## src/rtl/sn74ls490_gate_ctrl_pkg.sv

```systemverilog
`default_nettype none
// ============================================================================
// Package : gate_ctrl_pkg
// Brief   : Shared state encoding and BCD constants for the gate controller.
// Rev     : 1.0  initial release
// ============================================================================
package gate_ctrl_pkg;

    typedef enum logic [1:0] {
        ST_IDLE  = 2'd0,
        ST_CLEAR = 2'd1,
        ST_GATE  = 2'd2,
        ST_LATCH = 2'd3
    } state_t;

    localparam int          BCD_W    = 4;
    localparam logic [3:0]  BCD_NINE = 4'd9;

endpackage
`default_nettype wire

```

## src/rtl/sn74ls490_gate_ctrl_bcd_digit.sv

```systemverilog
`default_nettype none
// ============================================================================
// Module  : bcd_digit
// Brief   : One synchronous decade; wraps 9 -> 0 and flags the nine state.
// Rev     : 1.0  initial release
// ============================================================================
module bcd_digit (
    input  logic       clk,
    input  logic       clr,
    input  logic       zero,
    input  logic       inc,
    output logic [3:0] q,
    output logic       nine
);
    import gate_ctrl_pkg::*;

    logic [BCD_W-1:0] r_q;

    always_ff @(posedge clk) begin
        if (!clr) begin
            r_q <= '0;
        end else if (zero) begin
            r_q <= '0;
        end else if (inc) begin
            r_q <= nine ? '0 : r_q + 1'b1;
        end
    end

    assign nine = (r_q == BCD_NINE);
    assign q    = r_q;

endmodule
`default_nettype wire

```

## src/rtl/sn74ls490_gate_ctrl.sv

```systemverilog
`default_nettype none
// ============================================================================
// Module  : sn74ls490_gate_ctrl
// Brief   : Clear -> gate -> latch sequencer for a decade-counter cascade with
//           an internal BCD image. Optional macro SN74LS490_GATE_LOAD_EN adds
//           a run-time window length input (gate_len).
// Rev     : 1.0  initial release
// ============================================================================
module sn74ls490_gate_ctrl #(
    parameter int DIGITS      = 4,
    parameter int GATE_CYCLES = 1000,
    parameter int GATE_W      = 16
) (
    input  logic                  clk,
    input  logic                  clr,
    input  logic                  start,
    input  logic                  continuous,
    input  logic                  evt,
`ifdef SN74LS490_GATE_LOAD_EN
    input  logic [GATE_W-1:0]     gate_len,
`endif
    output logic                  busy,
    output logic                  done,
    output logic                  overflow,
    output logic [4*DIGITS-1:0]   result,
    output logic                  cnt_clr,
    output logic                  cnt_en
);
    import gate_ctrl_pkg::*;

    localparam logic [GATE_W-1:0] c_gate_load = GATE_W'(GATE_CYCLES - 1);

    state_t                    r_state;
    state_t                    w_state_nxt;
    logic [GATE_W-1:0]         r_gate_cnt;
    logic [GATE_W-1:0]         w_gate_load;
    logic                      r_evt_s1;
    logic                      r_evt_s2;
    logic                      r_evt_d;
    logic                      w_rise;
    logic                      w_zero;
    logic [DIGITS:0]           w_carry;
    logic [DIGITS-1:0]         w_nine;
    logic [BCD_W*DIGITS-1:0]   w_digits;
    logic                      r_ovf;
    logic                      r_overflow;
    logic [BCD_W*DIGITS-1:0]   r_result;

`ifdef SN74LS490_GATE_LOAD_EN
    // A zero length would never terminate cleanly; run it as a single cycle.
    assign w_gate_load = (gate_len == '0) ? '0 : gate_len - 1'b1;
`else
    assign w_gate_load = c_gate_load;
`endif

    always_ff @(posedge clk) begin
        if (!clr) begin
            r_evt_s1 <= 1'b0;
            r_evt_s2 <= 1'b0;
            r_evt_d  <= 1'b0;
        end else begin
            r_evt_s1 <= evt;
            r_evt_s2 <= r_evt_s1;
            r_evt_d  <= r_evt_s2;
        end
    end

    assign w_rise     = r_evt_s2 & ~r_evt_d;
    assign w_carry[0] = w_rise & (r_state == ST_GATE);

    always_ff @(posedge clk) begin
        if (!clr) begin
            r_gate_cnt <= '0;
        end else if (r_state == ST_CLEAR) begin
            r_gate_cnt <= w_gate_load;
        end else if ((r_state == ST_GATE) && (r_gate_cnt != '0)) begin
            r_gate_cnt <= r_gate_cnt - 1'b1;
        end
    end

    always_ff @(posedge clk) begin
        if (!clr) begin
            r_state <= ST_IDLE;
        end else begin
            r_state <= w_state_nxt;
        end
    end

    always_comb begin
        w_state_nxt = r_state;
        busy        = 1'b1;
        done        = 1'b0;
        cnt_clr     = 1'b0;
        cnt_en      = 1'b0;
        w_zero      = 1'b0;
        case (r_state)
            ST_IDLE: begin
                busy    = 1'b0;
                cnt_clr = 1'b1;
                if (start) begin
                    w_state_nxt = ST_CLEAR;
                end
            end
            ST_CLEAR: begin
                cnt_clr     = 1'b1;
                w_zero      = 1'b1;
                w_state_nxt = ST_GATE;
            end
            ST_GATE: begin
                cnt_en = 1'b1;
                if (r_gate_cnt == '0) begin
                    w_state_nxt = ST_LATCH;
                end
            end
            ST_LATCH: begin
                done        = 1'b1;
                w_state_nxt = continuous ? ST_CLEAR : ST_IDLE;
            end
            default: begin
                w_state_nxt = ST_IDLE;
            end
        endcase
    end

    // Ripple-free carry: a decade steps only when every lower decade sits at 9.
    for (genvar gi = 0; gi < DIGITS; gi++) begin : g_digit
        bcd_digit u_digit (
            .clk  (clk),
            .clr  (clr),
            .zero (w_zero),
            .inc  (w_carry[gi]),
            .q    (w_digits[gi*BCD_W +: BCD_W]),
            .nine (w_nine[gi])
        );
        assign w_carry[gi+1] = w_carry[gi] & w_nine[gi];
    end

    always_ff @(posedge clk) begin
        if (!clr) begin
            r_ovf      <= 1'b0;
            r_overflow <= 1'b0;
            r_result   <= '0;
        end else begin
            if (w_zero) begin
                r_ovf <= 1'b0;
            end else if (w_carry[DIGITS]) begin
                r_ovf <= 1'b1;
            end
            if (r_state == ST_LATCH) begin
                r_result   <= w_digits;
                r_overflow <= r_ovf;
            end
        end
    end

    assign result   = r_result;
    assign overflow = r_overflow;

endmodule
`default_nettype wire

```

## config.mk

```make
export PLATFORM = sky130hd
export DESIGN_NAME = sn74ls490_gate_ctrl
export DESIGN_NICKNAME = d
export VERILOG_FILES = /design/src/rtl/sn74ls490_gate_ctrl_pkg.sv /design/src/rtl/sn74ls490_gate_ctrl_bcd_digit.sv /design/src/rtl/sn74ls490_gate_ctrl.sv
export SDC_FILE = /design/constraint.sdc
export NUM_CORES = 1
export LEC_CHECK = 0
export CAP_MARGIN = 20
export CORE_UTILIZATION = 55
export DETAILED_ROUTE_END_ITERATION = 10
export HOLD_SLACK_MARGIN = 0.12
export PLACE_DENSITY = 0.86
export SETUP_SLACK_MARGIN = 0.3
export SLEW_MARGIN = 5
export SYNTH_ARGS = -nofsm -noshare
export SYNTH_HDL_FRONTEND = slang
export SYNTH_SLANG_ARGS = --single-unit
```

## constraint.sdc

```tcl
create_clock -name clk -period 2.5 [get_ports clk]
set_clock_uncertainty 0.1 [all_clocks]
set_input_delay 0.375 -clock clk [delete_from_list [all_inputs] [get_ports clk]]
set_output_delay 0.375 -clock clk [all_outputs]
set_load 0.01 [all_outputs]
```

==> results of run 1 <==
==> power groups by stage <==
stage	logic (mW)	registers [mW]	clock network (mW)
after detailed placement	0.970	1.08	0
final	1.09	1.08	0.691
after CTS	1.05	1.07	0.703
after global routing	1.19	1.09	0.738
after floorplan	0.790	1.05	0
after global placement	0.944	1.07	0
==> layout by cell type, fill, tap and decap left out, types with 3 or more instances in the layout <==
cell type	count
nor3b_1	4
o31ai_1	8
or2_2	3
o21a_1	8
xor2_1	3
nor4_1	4
nand4_1	3
buf_4	12
nand2_1	12
and2_1	3
clkdlybuf4s50_1	23
inv_1	11
or4_1	8
or3_1	3
nor3_1	5
nand2b_1	7
mux2i_1	19
dfxtp_1	51
o31a_1	6
o211ai_1	3
nor2b_1	24
o21ai_0	8
a21oi_1	18
nor2_1	6
clkbuf_8	5
nand3b_1	3
ha_1	5
o32ai_1	3
nand3_1	4
==> cell families after synthesis <==
| kind of cell | Yosys count | synth area share |
|---|---|---|
| AOI/OAI and AO/OA | 62 | 0.162 |
| xor gates and xnor gates | 3 | 0.0100 |
| adders and majority gates | 6 | 0.0287 |
| buffers and inverters | 27 | 0.0478 |
| DFF | 55 | 0.421 |
| muxes | 19 | 0.0727 |
| and+or+nand+nor | 106 | 0.258 |
==> registers in the layout, summed over array words and instances (netlist names) <==
register	cells
g_digit.u_digit.q	16
r_gate_cnt	16
r_ovf	1
r_state	2
overflow	1
result	16
r_evt_s2	1
r_evt_s1	1
r_evt_d	1
==> per-stage QoR <==
stage | total power, mW | setup slack, ns | cells | cell area, µm² | hold slack (ns)
floorplan | 1.84 | 0.317 | 278 | 2620 | 0.312
finish | 2.86 | 0.339 | 359 | 3130 | 0.342
detailed placement | 2.05 | 0.228 | 346 | 2900 | 0.322
global route | 3.02 | 0.241 | 359 | 3130 | 0.364
global placement | 2.01 | 0.319 | 346 | 2900 | 0.316
CTS | 2.82 | 0.316 | 357 | 3080 | 0.347
==> timing repair <==
action / in CTS / in global routing
resized for setup: 7 / 10
setup endpoints to repair: 13 / 13
buffers inserted: 3 / 2
pin swaps: 1 / 1
hold buffers: 0 / 0
==> critical path, stage by stage, from the launching register on <==
cell,delay (ns)
dfxtp_2,0.36
inv_1,0.06
ha_1,0.20
or3b_4,0.28
nor4_4,0.05
buf_4,0.17
buf_4,0.13
or4_2,0.55
a21oi_1,0.16
==> metal layers <==
metal	up-vias	wire length [µm]	part of all wire
li1	1064	-	-
met1	1021	2430	0.47
met2	31	2490	0.48
met3	10	166	0.032
met4	0	107	0.021
met5	-	0	0
==> worst paths after layout <==
check / slack [ns] / to / depth (start not counted)
max: 0.34 / r_gate_cnt[3] / 8
min: 0.34 / r_evt_s2 / 1
max reg2reg: 0.34 / r_gate_cnt[3] / 8
min reg2reg: 0.34 / r_evt_s2 / 1
==> cell type report <==
type,count,area [µm²]
flip-flops and latches,55,1110
clock buffers,5,68.8
repair buffers,37,342
clock inverters,3,67.6
fillers,336,1350
multi-input cells,196,1430
well taps,52,65.1
inverters,11,41.3
==> results by group, run 1 <==
Outcome
  • Outcome: complete, but fails checks
  • Failing checks: design-rule violations

Setup path
  • Worst setup EP type: flop
  • Critical path type: reg -> reg
  • CP Data Arrival Time: 2.29 ns
  • Worst Setup SP: r_gate_cnt[0]
  • Critical Path Source Type: flop
  • Critical Path RT: about 2.6 ns
  • Crit path max fanout: 6
  • Worst r2r src: r_gate_cnt[0]

Clocking
  • Clock sinks: 55
  • Clk buf depth: 2
  • Clk_lat worst skew: ~0.31 ns
  • Clock-pin transition on the worst setup and hold timing paths: 0.10 ns
  • Root Buffer: clkbuf_8
  • # H-tree levels: 2
  • TritonCTS clock tree: done
  • Cts bufs inserted: 5

Route
  • Starting DRT DRC Count: 94
  • First-pass DRT Iterations: 7
  • Wire per inst: 14.5 µm
  • Post-Route WL: ~5200 µm
  • Antenna viol nets, final: 0
  • Vias per cell: between 5 and 6
  • DRC viols: 2
  • Total number of vias: between 2000 and 2500

Synth
  • Share of the synthesized area in the top cell type: 0.421
  • Syn. warnings: 0
  • Cell with the most instances after synthesis: dfxtp_1
  • Synth Flop Type: dfxtp_1
  • Area of the mapped netlist: around 2600 µm²
  • Mapped Cells: ~280
  • Area leader, netlist: dfxtp_1
  • Synth unique cells: 46
  • Avg Cell Area, Syn: 9.41 µm²
  • Yosys reg bits: 55
  • Top cells by count, synth: dfxtp_1, nor2b_1, a21oi_1, mux2i_1
  • EDFF count, synth: 0
  • Top post-synthesis cells by area: dfxtp_1, mux2i_1, nor2b_1
  • Post-synthesis sequential area ratio: 0.421
  • Syn nets: between 200 and 300
  • Ys async rst share: 0

STA
  • Period utilization: 0.864
  • Tightest Pin Transition: between 0.5 and 0.6 ns
  • Final TNS setup: 0 ns
  • Slew headroom: 0.609
  • Max Slew Vio Count: 0
  • Hold Vio Cnt, Final: 0
  • Unrepaired setup endpoints after global routing: yes
  • FMAX: between 0.4 and 0.5 GHz
  • Final setup viols: 0
  • Final min period: around 2.2 ns

Worst hold path
  • Min-delay worst type: reg -> reg
  • HP Start: r_evt_s1

Pwr
  • Internal Power: around 1.9 mW
  • Worst VDD drop: 678 µV
  • Leakage: roughly 1.0 nW
  • Sw Ratio: 0.342
  • Sw Pwr: just under 1 mW
  • Reg power frac: 0.377
  • Clock share of power: 0.241
  • Power share of the combinational group: 0.382
  • Power Density: 916 nW/µm²

Global route
  • M1 GR Usage: 0.255
  • Initial antenna violation count: 0
  • Vias in the first global route: 1973
  • Busiest grt layer: met2
  • Met3 Use GR: 0.0527
  • Met2 Use GR: 0.360
  • Largest net degree at the start of global routing: 26
  • Global-route wire length before repair: approximately 8500 µm
  • Tot GR Track Use: 0.211
  • Gr ovfl total: 0

Flow run
  • Max_cap viols: 0

Placement
  • Post-DP HPWL: roughly 3500 µm
  • GP Congestion: 0.773
  • Port buffer count: 25

Finish
  • Area growth syn-to-layout: 19.5%
  • # diodes: 0
  • Layout cells sized above 1: 0.130
  • Post-Route Utilization: 0.699
  • Nets: around 320

Die
  • Die width: around 70 µm
  • Row cnt: 24
  • I/O pin cnt: 26
  • Full die area: between 5000 and 6000 µm²
  • Initial core utilization: 0.585
  • Core ar.: around 4500 µm²
  • Die height: 71.0 µm
Power figures use the tool's default switching activity.
==> run 2: changes to the inputs <==
--- a/config.mk
+++ b/config.mk
@@ -5,6 +5,7 @@
 export SDC_FILE = /design/constraint.sdc
 export NUM_CORES = 1
 export LEC_CHECK = 0
+export ABC_AREA = 1
 export CAP_MARGIN = 20
 export CORE_UTILIZATION = 55
 export DETAILED_ROUTE_END_ITERATION = 10
==> run 2 against run 1 <==
The run now ends clean. Sequential power is 7% higher. Flip-flop and latch count stayed put. First-iteration DRC count is 74% higher. Routed wire length is 6.2% higher. Clock power is 27% lower. Critical path type is now reg -> out. Highest routed layer unchanged.
==> results by group, run 2 <==
Outcome
  • Outcome: complete, no violations

Finish
  • Layout cells sized above 1: 0.0815
  • # diodes: 0
  • Area growth syn-to-layout: 15.5%
  • Most common cell after layout, fill and taps aside: nand2_1
  • Fill cells: just under 400
  • Most frequent cells in the layout: nand2_1, dfxtp_1, inv_1
  • Area of the multi-input gates: 1360 µm²
  • Nets: about 420
  • Register area: around 1100 µm²

Clocking
  • Root Buffer: clkbuf_8
  • Clock-pin transition on the worst setup and hold timing paths: about 0.10 ns
  • Clk_lat worst skew: roughly 0.32 ns
  • # H-tree levels: 2
  • Clk buf depth: 2
  • Post-cts hold buffer count: 0
  • TritonCTS clock tree: done
  • Cts bufs inserted: 5
  • Clock sinks: 55

Pwr
  • Internal Power: 1.87 mW
  • Clock share of power: 0.151
  • Power share of the combinational group: 0.501
  • Power Density: 1080 nW/µm²
  • Leakage: 1.24 nW
  • Reg power frac: 0.348
  • Sw Ratio: 0.442
  • Sw Pwr: 1.48 mW
  • Worst VDD drop: approximately 740 µV

Die
  • Die height: 71.9 µm
  • Die width: slightly above 70 µm
  • I/O pin cnt: 26
  • Row cnt: 25
  • Initial core utilization: 0.568
  • Core ar.: approximately 4700 µm²
  • Full die area: ~5200 µm²

Synth
  • Ys async rst share: 0
  • EDFF count, synth: 0
  • Top post-synthesis cells by area: dfxtp_1, nand2_1, a21oi_1
  • Avg Cell Area, Syn: 7.10 µm²
  • Synth unique cells: 34
  • Syn nets: 389
  • Post-synthesis sequential area ratio: 0.410
  • Yosys reg bits: between 50 and 60
  • Cell with the most instances after synthesis: nand2_1
  • Share of the synthesized area in the top cell type: 0.410
  • Area of the mapped netlist: around 2700 µm²
  • Syn. warnings: 0
  • Mapped Cells: approximately 380
  • Top cells by count, synth: nand2_1, dfxtp_1, inv_1, nor2_1, a21oi_1
  • Synth Flop Type: dfxtp_1
  • Area leader, netlist: dfxtp_1

Setup path
  • Critical Path Source Type: flop
  • CP Data Arrival Time: ~1.7 ns
  • Crit path max fanout: 6
  • Critical path type: reg -> out
  • Worst setup EP type: output port
  • Critical Path RT: 2.03 ns

Route
  • Starting DRT DRC Count: between 150 and 200
  • Post-Route WL: ~5500 µm
  • First-pass DRT Iterations: 5
  • WL met3: 329 µm
  • Met1 WL: between 2000 and 3000 µm
  • Total number of vias: 2442
  • Wire per inst: between 10 and 15 µm
  • DR top layer: met4
  • DRC viols: 0
  • Vias per cell: 5.17
  • Antenna viol nets, final: 0
  • Met2 wire len: approximately 2600 µm

Global route
  • Global-route wire length before repair: around 9300 µm
  • Vias in the first global route: between 2000 and 2500
  • Initial antenna violation count: 0
  • Tot GR Track Use: 0.229
  • Largest net degree at the start of global routing: 35
  • Gr ovfl total: 0

STA
  • FMAX: roughly 0.47 GHz
  • Final TNS setup: 0 ns
  • Slew headroom: 0.787
  • Tightest Pin Transition: about 0.32 ns
  • Final min period: 2.15 ns
  • Setup ws final: about 0.35 ns
  • Final setup viols: 0
  • Unrepaired setup endpoints after global routing: no
  • Hold Vio Cnt, Final: 0
  • Max Slew Vio Count: 0
  • Period utilization: 0.859

Worst hold path
  • Min-delay worst type: reg -> reg

Placement
  • Pre-CTS WS: slightly above 0.5 ns
  • Port buffer count: 25
  • GP Congestion: just under 0.9
  • Post-DP HPWL: about 3900 µm

Flow run
  • Max_cap viols: 0
-- run 2: changes by cell type after synthesis, moves of 18 or more --
cell     delta
inv_1      +34
mux2i_1    -19
nor2b_1    -24
nand2_1    +73
nor2_1     +36
a21oi_1    +18
nand3_1    +21
o21ai_0    +18
-- run 2: area by class of cell --
type	count	area share
inverters	50	0.0613
multi-input cells	264	0.438
clock inverters	2	0.00525
clock buffers	6	0.0234
well taps	67	0.0270
flip-flops and latches	55	0.357
repair buffers	28	0.0880
-- run 2: path summary, 6_finish.rpt --
| kind | startpoint | end | slack [ns] | cells after the start |
|---|---|---|---|---|
| max | r_state[0] | busy | 0.35 | 4 |
| min | r_evt_s1 | r_evt_s2 | 0.32 | 2 |
| max reg2reg | r_state[0] | g_digit[3].u_digit.q[2] | 0.59 | 11 |
| min reg2reg | r_evt_s1 | r_evt_s2 | 0.32 | 2 |
-- run 2: what timing repair did --
item                                    in CTS  in global routing
setup buffers                                0                  0
endpoints found under the setup margin       2                  2
resized for setup                            3                  4
pin swaps                                    0                  0
-- run 2: critical path: stages (launching register included) --
cell and delay (ns):
dfxtp_4 0.40, inv_1 0.07, ha_1 0.19, inv_1 0.13
clkdlybuf4s50_1 0.56
-- run 2: power by group through the flow --
stage          combinational, mW  sequential, mW  clock, mW
5_1_grt                     1.86            1.18      0.550
3_3_place_gp                1.59            1.16          0
4_1_cts                     1.65            1.15      0.516
2_1_floorplan               1.25            1.16          0
6_report                    1.67            1.16      0.505
3_5_place_dp                1.63            1.17          0
-- run 2: kinds of logic after synthesis --
logic type	Yosys count	share of synthesized area
compound gates	69	0.133
xor+xnor	5	0.0163
fa+ha+maj	6	0.0280
buf+inv	59	0.0885
flops	55	0.410
simple gates	184	0.324
-- run 2: layer usage --
| metal | vias to the layer above | track usage |
|---|---|---|
| met3 | 9 | 0.0478 |
| met1 | 1093 | 0.296 |
| met5 | - | 0 |
| met2 | 77 | 0.378 |
| li1 | 1263 | - |
| met4 | 0 | 0.0871 |
-- run 2: per-stage QoR --
step                power [mW]   util  cells  hold slack [ns]  instance area (µm²)
floorplan                 2.42      -    378            0.290                 2690
global placement          2.76  0.633    464            0.298                 2990
detailed placement        2.80  0.633    464            0.306                 2990
CTS                       3.32  0.653    472            0.330                 3080
global route              3.59  0.656    472            0.356                 3100
finish                    3.34  0.656    472            0.325                 3100
==> run 3: changes to the inputs <==
--- a/config.mk
+++ b/config.mk
@@ -7,10 +7,10 @@
 export LEC_CHECK = 0
 export ABC_AREA = 1
 export CAP_MARGIN = 20
-export CORE_UTILIZATION = 55
+export CORE_UTILIZATION = 31
 export DETAILED_ROUTE_END_ITERATION = 10
 export HOLD_SLACK_MARGIN = 0.12
-export PLACE_DENSITY = 0.86
+export PLACE_DENSITY = 0.58
 export SETUP_SLACK_MARGIN = 0.3
 export SLEW_MARGIN = 5
 export SYNTH_ARGS = -nofsm -noshare
==> constraint.sdc (replaced) <==
create_clock -name clk -period 2.1 [get_ports clk]
set_clock_uncertainty 0.1 [all_clocks]
set_input_delay 0.315 -clock clk [delete_from_list [all_inputs] [get_ports clk]]
set_output_delay 0.315 -clock clk [all_outputs]
set_load 0.01 [all_outputs]
==> run 3 against run 2 <==
Clock power grew 50%. Hold slack lost 0.00078 ns. Total power grew 26%. Routed wire length grew 11%. Flip-flop and latch count is the same. Critical path depth shrank 1. Sequential power grew 19%. Critical endpoint is now done. Combinational power grew 25%. Design area grew 5.4%. Non-clock buffer count grew 9. Worst setup slack lost 0.034 ns. Via count grew 0.70%.
==> results by group, run 3 (same netlist as run 2, synthesis figures left out) <==
Global route
  • Global-route wire length before repair: 10300 µm
  • Gr ovfl total: 0
  • Largest net degree at the start of global routing: 35
  • Initial antenna violation count: 0
  • Vias in the first global route: ~2200
  • Tot GR Track Use: 0.143

Setup path
  • Worst Reg-to-Reg Cells: 7
  • CP Data Arrival Time: 1.37 ns
  • Critical Path RT: ~1.7 ns
  • CP max stage cell: dfxtp_4
  • Crit path max fanout: 3
  • Crit path depth: 3
  • Buf/Inv on CP: 2
  • Delay-heaviest family, CP: buffers and inverters
  • Critical path type: reg -> out
  • Crit-path cells: buf_4 -> ha_1 -> dlygate4sd2_1
  • R2r setup slk: between 0.3 and 0.4 ns
  • Worst setup EP type: output port
  • Slowest stage delay, CP: about 0.37 ns
  • Critical Path Source Type: flop

Finish
  • Nets: around 420
  • # diodes: 0
  • Fill cells: ~860
  • Area growth syn-to-layout: 21.7%
  • Most frequent cells in the layout: nand2_1, dfxtp_1, inv_1
  • Most common cell after layout, fill and taps aside: nand2_1
  • Layout cells sized above 1: 0.116

Route
  • First-pass DRT Iterations: 4
  • Wire per inst: 11.8 µm
  • Antenna viol nets, final: 0
  • Total number of vias: between 2000 and 2500
  • Vias per cell: 4.74
  • Starting DRT DRC Count: just over 70
  • Post-Route WL: 6130 µm
  • DRC viols: 0

STA
  • Period utilization: 0.848
  • Unrepaired setup endpoints after global routing: yes
  • Slew headroom: 0.751
  • Final setup viols: 0
  • FMAX: about 0.56 GHz
  • Setup ws final: approximately 0.32 ns
  • Final TNS setup: 0 ns
  • Hold Vio Cnt, Final: 0
  • Final min period: 1.78 ns
  • Max Slew Vio Count: 0
  • Tightest Pin Transition: 0.373 ns

Clocking
  • TritonCTS clock tree: done
  • Cts bufs inserted: 5
  • Post-cts hold buffer count: 0
  • Clock sinks: 55
  • Root Buffer: clkbuf_8
  • Clock-pin transition on the worst setup and hold timing paths: 0.11 ns
  • Clk buf depth: 2
  • # H-tree levels: 2
  • Clk_lat worst skew: slightly above 0.3 ns

Placement
  • Port buffer count: 25
  • Post-DP HPWL: approximately 4200 µm
  • Pre-CTS WS: between 0.2 and 0.3 ns
  • GP Congestion: 0.809

Pwr
  • Leakage: between 1 and 1.5 nW
  • Power Density: ~1300 nW/µm²
  • Worst VDD drop: about 460 µV

Die
  • Die height: approximately 95 µm
  • Initial core utilization: 0.324
  • Row cnt: 33
  • I/O pin cnt: 26
  • Full die area: approximately 9000 µm²
  • Die width: approximately 95 µm
  • Core ar.: approximately 8300 µm²

Worst hold path
  • Hold path depth: 2
  • Min-delay worst type: reg -> reg

Outcome
  • Outcome: complete, no violations

Flow run
  • Max_cap viols: 0
[run 3: cell count changes in the layout (fill, tap and decap cells not counted), sizes merged]
cell / change
dlygate4sd2: +3
buf: +9
clkbuf: -1
bufinv: +1
inv: +1
dlymetal6s2s: +1
clkdlybuf4s50: -4
clkinvlp: -1
[run 3: metrics by stage]
step | instances | util | cell area, µm² | power (mW) | hold WS [ns]
CTS | 512 | 0.385 | 3190 | 4.17 | 0.328
global placement | 504 | 0.368 | 3050 | 3.37 | 0.295
floorplan | 378 | - | 2690 | 2.88 | 0.290
detailed placement | 504 | 0.368 | 3050 | 3.40 | 0.302
finish | 519 | 0.394 | 3270 | 4.22 | 0.324
global route | 519 | 0.394 | 3270 | 4.58 | 0.352
[run 3: worst paths after layout]
path                            startpoint         end
worst max-delay path            r_state[0]        done
worst min-delay path              r_evt_s1    r_evt_s2
worst max register to register  r_state[0]  r_state[0]
worst min register to register    r_evt_s1    r_evt_s2
[run 3: where the power goes]
| part | internal [mW] | total (mW) | switching [mW] |
|---|---|---|---|
| Combinational | 0.795 | 2.09 | 1.29 |
| Sequential | 1.22 | 1.38 | 0.157 |
| Clock | 0.369 | 0.757 | 0.388 |
[run 3: tightest hold or removal path, stage by stage (launching register included)]
cell and delay, ns:
dfxtp_1 0.32, nand2_1 0.05, inv_1 0.03
[run 3: layout make-up]
cell class / count / area (µm²) / area share
multi-input combinational: 264 / 1380 / 0.423
inverter: 50 / 188 / 0.0574
clock buffer: 5 / 68.8 / 0.0211
tap: 105 / 131 / 0.0402
clock inverter: 3 / 50.0 / 0.0153
timing repair buffer: 37 / 339 / 0.104
sequential: 55 / 1110 / 0.339
[run 3: routing by layer]
metal,vias to the layer above,part of all wire,global-route usage
met5,-,0,0
li1,1288,-,-
met1,1131,0.49,0.192
met3,4,0.046,0.0447
met4,0,0.0069,0.0227
met2,36,0.45,0.229
[run 3: repair_timing]
item,CTS,global route
setup endpoints to repair,8,16
gates resized for setup,10,8
hold endpoints to repair,0,0
setup buffers,0,7
cloned,0,0
pin swaps,2,3
